`src/rtl/reg_ctx_engine_if.sv`:
```
// Bus bundle for the context save/restore engine: control handshake plus
// register-file third-read/write ports and the data-memory port.
interface reg_ctx_engine_if #(
  parameter int NUM_DOMAINS = 1,
  parameter int MEM_ADDR_W  = 8
);
  localparam int DATA_W = NUM_DOMAINS * 8;

  logic                  start;
  logic                  dir;
  logic [MEM_ADDR_W-1:0] base_addr;
  logic [7:0]            reg_mask;
  logic                  busy;
  logic                  done;
  logic [2:0]            rf_rd_addr;
  logic [DATA_W-1:0]     rf_rd_data;
  logic [2:0]            rf_wr_addr;
  logic [DATA_W-1:0]     rf_wr_data;
  logic                  rf_wr_en;
  logic [MEM_ADDR_W-1:0] mem_addr;
  logic [DATA_W-1:0]     mem_wr_data;
  logic                  mem_wr_en;
  logic                  mem_rd_en;
  logic [DATA_W-1:0]     mem_rd_data;

  // Environment side: core control, register file and data memory.
  modport master (
    output start, dir, base_addr, reg_mask, rf_rd_data, mem_rd_data,
    input  busy, done, rf_rd_addr, rf_wr_addr, rf_wr_data, rf_wr_en,
           mem_addr, mem_wr_data, mem_wr_en, mem_rd_en
  );

  // Engine side.
  modport slave (
    input  start, dir, base_addr, reg_mask, rf_rd_data, mem_rd_data,
    output busy, done, rf_rd_addr, rf_wr_addr, rf_wr_data, rf_wr_en,
           mem_addr, mem_wr_data, mem_wr_en, mem_rd_en
  );
endinterface

```
`src/rtl/reg_ctx_engine.sv`:
```
// Context save/restore sequencer: walks a masked subset of r0..r7, two cycles
// per selected register, copying regs->mem (save) or mem->regs (restore).
module reg_ctx_engine #(
  parameter int NUM_DOMAINS = 1,
  parameter int MEM_ADDR_W  = 8
) (
  input logic             clk,
  input logic             reset,
  reg_ctx_engine_if.slave bus
);
  localparam int DATA_W = NUM_DOMAINS * 8;

  typedef enum logic [1:0] {IDLE, PH_A, PH_B, DONE} state_t;

  state_t                state_q, state_d;
  logic [7:0]            mask_q, mask_d;
  logic                  dir_q;
  logic [MEM_ADDR_W-1:0] base_q;
  logic [2:0]            sel_idx;
  logic [MEM_ADDR_W-1:0] slot;

  function automatic logic [2:0] lowest_set(input logic [7:0] m);
    logic [2:0] idx;
    idx = 3'd0;
    for (int j = 7; j >= 0; j--) begin
      if (m[j]) idx = 3'(j);
    end
    return idx;
  endfunction

  assign sel_idx = lowest_set(mask_q);
  assign slot    = base_q + MEM_ADDR_W'(sel_idx);

  always_ff @(posedge clk or negedge reset) begin
    if (!reset) begin
      state_q <= IDLE;
      mask_q  <= 8'd0;
    end else begin
      state_q <= state_d;
      mask_q  <= mask_d;
    end
  end

  // Transfer parameters only matter while busy, so they carry no reset.
  always_ff @(posedge clk) begin
    if (state_q == IDLE && bus.start) begin
      dir_q  <= bus.dir;
      base_q <= bus.base_addr;
    end
  end

  always_comb begin
    state_d         = state_q;
    mask_d          = mask_q;
    bus.busy        = 1'b0;
    bus.done        = 1'b0;
    bus.rf_rd_addr  = 3'd0;
    bus.rf_wr_addr  = 3'd0;
    bus.rf_wr_data  = '0;
    bus.rf_wr_en    = 1'b0;
    bus.mem_addr    = '0;
    bus.mem_wr_data = '0;
    bus.mem_wr_en   = 1'b0;
    bus.mem_rd_en   = 1'b0;
    case (state_q)
      IDLE: begin
        if (bus.start) begin
          mask_d  = bus.reg_mask;
          state_d = (bus.reg_mask != 8'd0) ? PH_A : DONE;
        end
      end
      PH_A: begin
        bus.busy     = 1'b1;
        bus.mem_addr = slot;
        if (!dir_q) bus.rf_rd_addr = sel_idx;
        else        bus.mem_rd_en  = 1'b1;
        state_d = PH_B;
      end
      PH_B: begin
        bus.busy     = 1'b1;
        bus.mem_addr = slot;
        if (!dir_q) begin
          bus.rf_rd_addr  = sel_idx;
          bus.mem_wr_en   = 1'b1;
          bus.mem_wr_data = bus.rf_rd_data;
        end else begin
          bus.rf_wr_en   = 1'b1;
          bus.rf_wr_addr = sel_idx;
          bus.rf_wr_data = bus.mem_rd_data;
        end
        // Drop the lowest set bit: the register just finished.
        mask_d  = mask_q & (mask_q - 8'd1);
        state_d = (mask_d != 8'd0) ? PH_A : DONE;
      end
      DONE: begin
        bus.done = 1'b1;
        state_d  = IDLE;
      end
      default: state_d = IDLE;
    endcase
  end
endmodule

```
`src/flat_wrapper.sv`:
```
// flat-port wrapper written by rule: the top's interface ports become plain ports
module reg_ctx_engine_flat 
#(
  parameter int NUM_DOMAINS = 1,
  parameter int MEM_ADDR_W  = 8
)
  (clk, reset, bus_start, bus_dir, bus_base_addr, bus_reg_mask, bus_rf_rd_data, bus_mem_rd_data, bus_busy, bus_done, bus_rf_rd_addr, bus_rf_wr_addr, bus_rf_wr_data, bus_rf_wr_en, bus_mem_addr, bus_mem_wr_data, bus_mem_wr_en, bus_mem_rd_en);
  reg_ctx_engine_if #(.NUM_DOMAINS(NUM_DOMAINS), .MEM_ADDR_W(MEM_ADDR_W)) bus_i ();
  input logic clk;
  input logic reset;
  input wire logic [$bits(bus_i.start)-1:0] bus_start;
  input wire logic [$bits(bus_i.dir)-1:0] bus_dir;
  input wire logic [$bits(bus_i.base_addr)-1:0] bus_base_addr;
  input wire logic [$bits(bus_i.reg_mask)-1:0] bus_reg_mask;
  input wire logic [$bits(bus_i.rf_rd_data)-1:0] bus_rf_rd_data;
  input wire logic [$bits(bus_i.mem_rd_data)-1:0] bus_mem_rd_data;
  output wire logic [$bits(bus_i.busy)-1:0] bus_busy;
  output wire logic [$bits(bus_i.done)-1:0] bus_done;
  output wire logic [$bits(bus_i.rf_rd_addr)-1:0] bus_rf_rd_addr;
  output wire logic [$bits(bus_i.rf_wr_addr)-1:0] bus_rf_wr_addr;
  output wire logic [$bits(bus_i.rf_wr_data)-1:0] bus_rf_wr_data;
  output wire logic [$bits(bus_i.rf_wr_en)-1:0] bus_rf_wr_en;
  output wire logic [$bits(bus_i.mem_addr)-1:0] bus_mem_addr;
  output wire logic [$bits(bus_i.mem_wr_data)-1:0] bus_mem_wr_data;
  output wire logic [$bits(bus_i.mem_wr_en)-1:0] bus_mem_wr_en;
  output wire logic [$bits(bus_i.mem_rd_en)-1:0] bus_mem_rd_en;
  assign bus_i.start = bus_start;
  assign bus_i.dir = bus_dir;
  assign bus_i.base_addr = bus_base_addr;
  assign bus_i.reg_mask = bus_reg_mask;
  assign bus_i.rf_rd_data = bus_rf_rd_data;
  assign bus_i.mem_rd_data = bus_mem_rd_data;
  assign bus_busy = bus_i.busy;
  assign bus_done = bus_i.done;
  assign bus_rf_rd_addr = bus_i.rf_rd_addr;
  assign bus_rf_wr_addr = bus_i.rf_wr_addr;
  assign bus_rf_wr_data = bus_i.rf_wr_data;
  assign bus_rf_wr_en = bus_i.rf_wr_en;
  assign bus_mem_addr = bus_i.mem_addr;
  assign bus_mem_wr_data = bus_i.mem_wr_data;
  assign bus_mem_wr_en = bus_i.mem_wr_en;
  assign bus_mem_rd_en = bus_i.mem_rd_en;
  reg_ctx_engine #(.NUM_DOMAINS(NUM_DOMAINS), .MEM_ADDR_W(MEM_ADDR_W)) u_core (.clk(clk), .reset(reset), .bus(bus_i));
endmodule
```
`config.mk`:
```
export PLATFORM = sky130hd
export DESIGN_NAME = reg_ctx_engine_flat
export DESIGN_NICKNAME = d
export VERILOG_FILES = /design/src/rtl/reg_ctx_engine_if.sv /design/src/rtl/reg_ctx_engine.sv /design/src/flat_wrapper.sv
export SDC_FILE = /design/constraint.sdc
export NUM_CORES = 1
export LEC_CHECK = 0
export ABC_AREA = 1
export BUFFER_PORTS_ARGS = -buffer_cell sky130_fd_sc_hd__buf_2
export CORE_MARGIN = 2
export CORE_UTILIZATION = 45
export CTS_BUF_LIST = sky130_fd_sc_hd__clkbuf_4
export DETAILED_ROUTE_END_ITERATION = 12
export PLACE_DENSITY = 0.75
export SETUP_SLACK_MARGIN = 0.1
export SYNTH_ARGS = -nofsm -noshare
export SYNTH_HDL_FRONTEND = slang
export SYNTH_SLANG_ARGS = --single-unit
```
`constraint.sdc`:
```
create_clock -name clk -period 2.9 [get_ports clk]
set_clock_uncertainty 0.05 [all_clocks]
set_input_delay 0.58 -clock clk [delete_from_list [all_inputs] [get_ports clk]]
set_output_delay 0.58 -clock clk [all_outputs]
set_load 0.05 [all_outputs]
```
==> results of run 1 <==
[critical path: cells and delay by family (launching register included)]
family,cells,cell delay [ns]
adders and majority gates,2,0.54
DFF,1,0.43
buffers and inverters,4,0.35
and+or+nand+nor,8,0.73
AOI/OAI and AO/OA,2,0.15
xor gates and xnor gates,1,0.15
[layout by cell type, fill, tap and decap left out, types with 2 or more instances in the layout]
| cell type | netlist | layout |
|---|---|---|
| edfxtp_1 | 9 | 9 |
| nor3_1 | 3 | 2 |
| a22oi_1 | 4 | 3 |
| o21ai_0 | 9 | 7 |
| nor4_1 | 2 | 2 |
| nor2_1 | 40 | 33 |
| o21ai_2 | 1 | 3 |
| nor3_2 | 1 | 2 |
| nand2_1 | 34 | 33 |
| buf_6 | 0 | 14 |
| dfrtp_1 | 10 | 10 |
| ha_1 | 7 | 5 |
| a31oi_1 | 2 | 2 |
| nor2_2 | 1 | 4 |
| nand3_1 | 7 | 7 |
| o21a_1 | 2 | 2 |
| nor2_4 | 1 | 5 |
| inv_2 | 5 | 7 |
| clkbuf_4 | 0 | 3 |
| buf_2 | 3 | 63 |
| buf_4 | 1 | 30 |
| a21oi_1 | 12 | 9 |
| inv_1 | 31 | 29 |
| nand2_2 | 2 | 2 |
| a21oi_2 | 2 | 4 |
[area by class of cell]
| type | count | area [um2] | share of cell area (%) |
|---|---|---|---|
| timing repair buffer | 107 | 698 | 31.3 |
| inverter | 37 | 139 | 6.22 |
| sequential | 19 | 520 | 23.3 |
| tap | 33 | 41.3 | 1.85 |
| clock buffer | 3 | 22.5 | 1.01 |
| multi-input combinational | 135 | 803 | 36.0 |
| clock inverter | 1 | 7.51 | 0.336 |
[kinds of logic after synthesis]
| family | after synthesis | share of synthesized area, % |
|---|---|---|
| flops | 19 | 37.5 |
| simple gates | 92 | 27.9 |
| compound gates | 34 | 14.5 |
| buf+inv | 41 | 11.6 |
| fa+ha+maj | 8 | 7.76 |
| xor+xnor | 1 | 0.632 |
[worst paths after layout]
check                      depth (start not counted)             start           endpoint  slack [ns]
max                                               17  u_core.mask_q[6]    bus_mem_addr[6]       -0.41
max in group asynchronous                          1             reset   u_core.mask_q[3]        2.55
min                                                1             reset  u_core.state_q[0]        0.06
max reg2reg                                       19  u_core.mask_q[6]   u_core.mask_q[6]        0.20
min reg2reg                                        2  u_core.mask_q[3]   u_core.mask_q[3]        0.56
min in group clk                                   1  bus_base_addr[3]   u_core.base_q[3]        0.38
[power groups by stage]
stage,sequential [mW],clock (mW),combinational [mW]
4_1_cts,0.459,0.146,1.89
6_report,0.471,0.146,2.02
3_3_place_gp,0.451,0,1.46
2_1_floorplan,0.462,0,1.07
3_5_place_dp,0.458,0,1.48
5_1_grt,0.480,0.158,2.17
[cells in the mapped netlist, drive strengths merged]
library cell	number
fa	1
xor2	1
nand2	36
nor3	4
or2	1
dfrtp	10
nor2	42
nand3	7
o21ai	11
ha	7
a22oi	4
nor4	2
buf	4
o211ai	1
inv	36
edfxtp	9
o21a	2
clkinv	1
a21oi	14
a31oi	2
[flip-flops by register name, indices dropped and copies added (netlist names)]
register and cells:
u_core.base_q 8, u_core.mask_q 8, u_core.state_q 2, u_core.dir_q 1
[per-layer routing]
layer	routed length, um	vias up
li1	-	835
met1	1870	761
met2	2280	86
met3	340	12
met4	140	0
met5	0	-
[timing repair]
item,4_1_cts,5_1_grt
buffers inserted,26,4
hold buffers,0,0
gates cloned,0,0
pin swaps,13,3
endpoints found under the setup margin,7,8
resized for setup,37,10
==> flow_metrics.tcl, run 1 <==
set metrics [dict create \
    status "finished, violations left" \
    violations "negative setup slack" \
    n_antenna_cell 0 \
    wirelength_um 4620 \
    min_period_over_period_pct 114 \
    ys_seq_area_share_pct 37.5 \
    port_buffers 70 \
    antenna_found_initial 0 \
    first_global_vias 1505 \
    fin_nets 347 \
    vias 1694 \
    synth_top_area_share_pct 19.5 \
    critPathArrivalTime_ns 2.68 \
    cp-start-kind "flop" \
    h-tree-depth 1 \
    row_count 20 \
    die-area_um2 3540 \
    p_leak_nw 1.22 \
    slew_violations 0 \
    rsz0062_at_grt "yes" \
    drc 0 \
    pwr-share-seq_pct 17.9 \
    grtUsageMet1_pct 30.5 \
    cp-end-kind "output port" \
    tightest_slew_ns 0.547 \
    setup_viol 6 \
    p_sw_mw 1.42 \
    nFillCells 218 \
    first_pass_iters 4 \
    worst_hold_slack_ns 0.0564 \
    power_density_nw_per_um2 1180 \
    ant_nets 0 \
    finalInstanceArea_um2 2230 \
    synthesis.area_um2 1390 \
    required_ns 2.27 \
    grt_max_degree 19 \
    vias_per_cell 5.06 \
    synth_area_leaders "edfxtp_1, dfrtp_1, nor2_1" \
    core_um2 3000 \
    grt_pass1_wl_um 6690 \
    synthDistinctLibCells 29 \
    timing.critical_path.mode_cell "nand2_1" \
    clockRootBuffer "clkbuf_4" \
    synth_nets 239 \
    finish.utilization_pct 74.3 \
    placed_area_um2 1850 \
    synth-seq-cells 19 \
    clk_pin_slew_ns 0.12 \
    numCtsBuffers 3 \
    busiest_layer "met2" \
    crit_fanout 2 \
    maxCapViolations 0 \
    initial_core_util_pct 46.2 \
    grtUsageTotal_pct 26.1 \
    die_h_um 59.5 \
    routedWlPerCell_um 13.8 \
    hold_class "in2async" \
    hold_viol 0 \
    dp.final_hpwl_um 2820 \
    clkPwrFrac_pct 5.5 \
    max_stage_delay_ns 0.43 \
    synth_largest_area_cell "edfxtp_1" \
    maxSlewHeadroom_pct 63.5 \
    worst-setup-path-type "reg2out" \
    synth_cells 195 \
    drive_gt1_share_pct 48.0 \
    layout_min_cycle_time_ns 3.31 \
    yosys_warnings 0 \
    die-width_um 59.5 \
    place_congestion 0.851 \
    areaGrowthSynthToFinish_pct 61.0 \
    drt-initial-drc-count 89 \
    cp_slowest_cell "dfrtp_1" \
    cts_tree "yes" \
    combPwrFrac_pct 76.6 \
    clk_latency_ns 0.31 \
    fin_ws_ns -0.407 \
    clk_path_buf_depth 2 \
    p_int_mw 1.22 \
    placed_cells 305 \
    avgSynthCellArea_um2 7.11 \
    gr-usage-met2_pct 45.1 \
    num_io_pins 71 \
    max_freq_ghz 0.302 \
    layout.cells.non_filler 335 \
    crit_chain "inv_2 -> a21oi_2 -> o21ai_1 -> nand2_1 -> nand2_1 -> nand2_1 -> inv_1 -> ha_2 -> inv_2 -> fa_2 -> nor2_4 -> nor2_2 -> nor3_2 -> nand2_1 -> xor2_1 -> nor2_2 -> buf_6" \
    grt_overflow_total 0 \
    finalSetupTns_ns -1.05 \
    p_total_mw 2.64 \
    swShare_pct 54.0 \
    pre_cts_ws_ns -0.110 \
    clock_sinks 19 \
    irDropWorstVdd_v 0.000709 \
    grtUsageMet3_pct 3.71 \
]
(Power assumes the default switching activity.)
==> run 2, diff against run 1 <==
--- a/config.mk
+++ b/config.mk
@@ -11,6 +11,7 @@
 export CORE_UTILIZATION = 45
 export CTS_BUF_LIST = sky130_fd_sc_hd__clkbuf_4
 export DETAILED_ROUTE_END_ITERATION = 12
+export MAX_ROUTING_LAYER = met4
 export PLACE_DENSITY = 0.75
 export SETUP_SLACK_MARGIN = 0.1
 export SYNTH_ARGS = -nofsm -noshare
==> flow_metrics.tcl, run 2 (synthesized netlist as in run 1, its figures left out) <==
set metrics [dict create \
    min_period_over_period_pct 114 \
    place_congestion 0.865 \
    fin_ws_ns -0.403 \
    grt_pass1_wl_um 6690 \
    row_count 20 \
    hold_class "in2async" \
    maxSlewHeadroom_pct 63.8 \
    crit_chain "inv_2 -> a21oi_2 -> o21ai_1 -> nand2_1 -> nand2_1 -> nand2_1 -> inv_1 -> ha_2 -> inv_2 -> fa_2 -> nor2_4 -> nor2_2 -> nor3_2 -> nand2_1 -> xor2_1 -> nor2_2 -> buf_6" \
    clkPwrFrac_pct 5.5 \
    final_common_cell "buf_2" \
    clk_latency_ns 0.31 \
    layout.cells.non_filler 335 \
    cp-start-kind "flop" \
    die_h_um 59.5 \
    rsz0062_at_grt "yes" \
    hold_viol 0 \
    reg2reg_slack_ns 0.20 \
    status "finished, violations left" \
    die-area_um2 3540 \
    cts_hold_buf 0 \
    num_io_pins 71 \
    cp_slowest_cell "dfrtp_1" \
    reg2reg_from "u_core.mask_q[6]" \
    core_um2 3000 \
    combPwrFrac_pct 76.7 \
    drc 0 \
    required_ns 2.27 \
    crit_family "simple AND/OR/NAND/NOR gates" \
    grtUsageTotal_pct 26.9 \
    layout_min_cycle_time_ns 3.30 \
    maxCapViolations 0 \
    clock_sinks 19 \
    irDropWorstVdd_v 0.000709 \
    vias 1689 \
    critPathArrivalTime_ns 2.67 \
    numCtsBuffers 3 \
    crit_buf_inv 4 \
    die-width_um 59.5 \
    p_int_mw 1.22 \
    areaGrowthSynthToFinish_pct 61.0 \
    max_stage_delay_ns 0.43 \
    first_global_vias 1505 \
    finish.utilization_pct 74.3 \
    cts_tree "yes" \
    grt_max_degree 19 \
    setup_viol 6 \
    slew_violations 0 \
    cp-end-kind "output port" \
    fin_nets 347 \
    grt_overflow_total 0 \
    pwr-share-seq_pct 17.9 \
    max_freq_ghz 0.303 \
    p_sw_mw 1.42 \
    routedWlPerCell_um 13.9 \
    vias_per_cell 5.04 \
    h-tree-depth 1 \
    clockRootBuffer "clkbuf_4" \
    initial_core_util_pct 46.2 \
    power_density_nw_per_um2 1180 \
    p_leak_nw 1.22 \
    critPathLaunch "u_core.mask_q[6]" \
    placed_cells 305 \
    n_antenna_cell 0 \
    crit_fanout 2 \
    worst_hold_slack_ns 0.0577 \
    tightest_slew_ns 0.543 \
    largest_registers "u_core.base_q (8), u_core.mask_q (8), u_core.state_q (2)" \
    drive_gt1_share_pct 48.0 \
    port_buffers 70 \
    first_pass_iters 4 \
    finalInstanceArea_um2 2230 \
    cp.depth 17 \
    r2r_cells 19 \
    timing.critical_path.mode_cell "nand2_1" \
    dp.final_hpwl_um 2820 \
    worst-setup-path-type "reg2out" \
    violations "negative setup slack" \
    clk_pin_slew_ns 0.12 \
    placed_area_um2 1850 \
    ant_nets 0 \
    swShare_pct 54.0 \
    drt-initial-drc-count 90 \
    final_cell_mix "buf_2, nand2_1, nor2_1" \
    wirelength_um 4650 \
    clk_path_buf_depth 2 \
    antenna_found_initial 0 \
]
## run 2: cell counts in the layout (fill, tap and decap cells not counted)
Identical to the previous run, type by type.
## run 2: final timing paths
kind	endpoint
worst max-delay path	bus_mem_addr[6]
worst min-delay path	u_core.state_q[0]
worst max register to register	u_core.mask_q[6]
worst min register to register	u_core.mask_q[3]
max in group asynchronous	u_core.mask_q[3]
min in group clk	u_core.base_q[3]
## run 2: cell type report
class | count | area [um2]
Clock buffer | 3 | 22.5
Clock inverter | 1 | 7.51
Fill cell | 218 | 771
Inverter | 37 | 139
Multi-Input combinational cell | 135 | 803
Sequential cell | 19 | 520
Tap cell | 33 | 41.3
Timing Repair Buffer | 107 | 698
## run 2: timing repair
item / in CTS / in global routing
resized for setup: 37 / 10
pin swaps: 13 / 3
endpoints found under the setup margin: 7 / 8
buffers inserted: 26 / 4
## run 2: power by group through the flow
stage                     clock, mW  combinational [mW]  sequential, mW
after floorplan                   0                1.07           0.462
after global placement            0                1.46           0.451
after detailed placement          0                1.48           0.458
after CTS                     0.146                1.89           0.459
after global routing          0.158                2.17           0.480
final                         0.145                2.02           0.472
## run 2: through the flow
stage	worst slack, ns	power [mW]	TNS (ns)
global route	-0.548	2.81	-1.97
finish	-0.403	2.64	-1.06
global placement	-0.0369	1.91	-0.0369
detailed placement	-0.110	1.93	-0.110
floorplan	-0.134	1.53	-0.134
CTS	-0.286	2.50	-0.495
## run 2: layer usage
| metal | vias up | wire length (um) | track usage (%) |
|---|---|---|---|
| met5 | - | 0 | - |
| met4 | 0 | 130 | 15.6 |
| met3 | 10 | 317 | 3.49 |
| met2 | 83 | 2300 | 45.1 |
| met1 | 761 | 1900 | 30.6 |
| li1 | 835 | - | - |
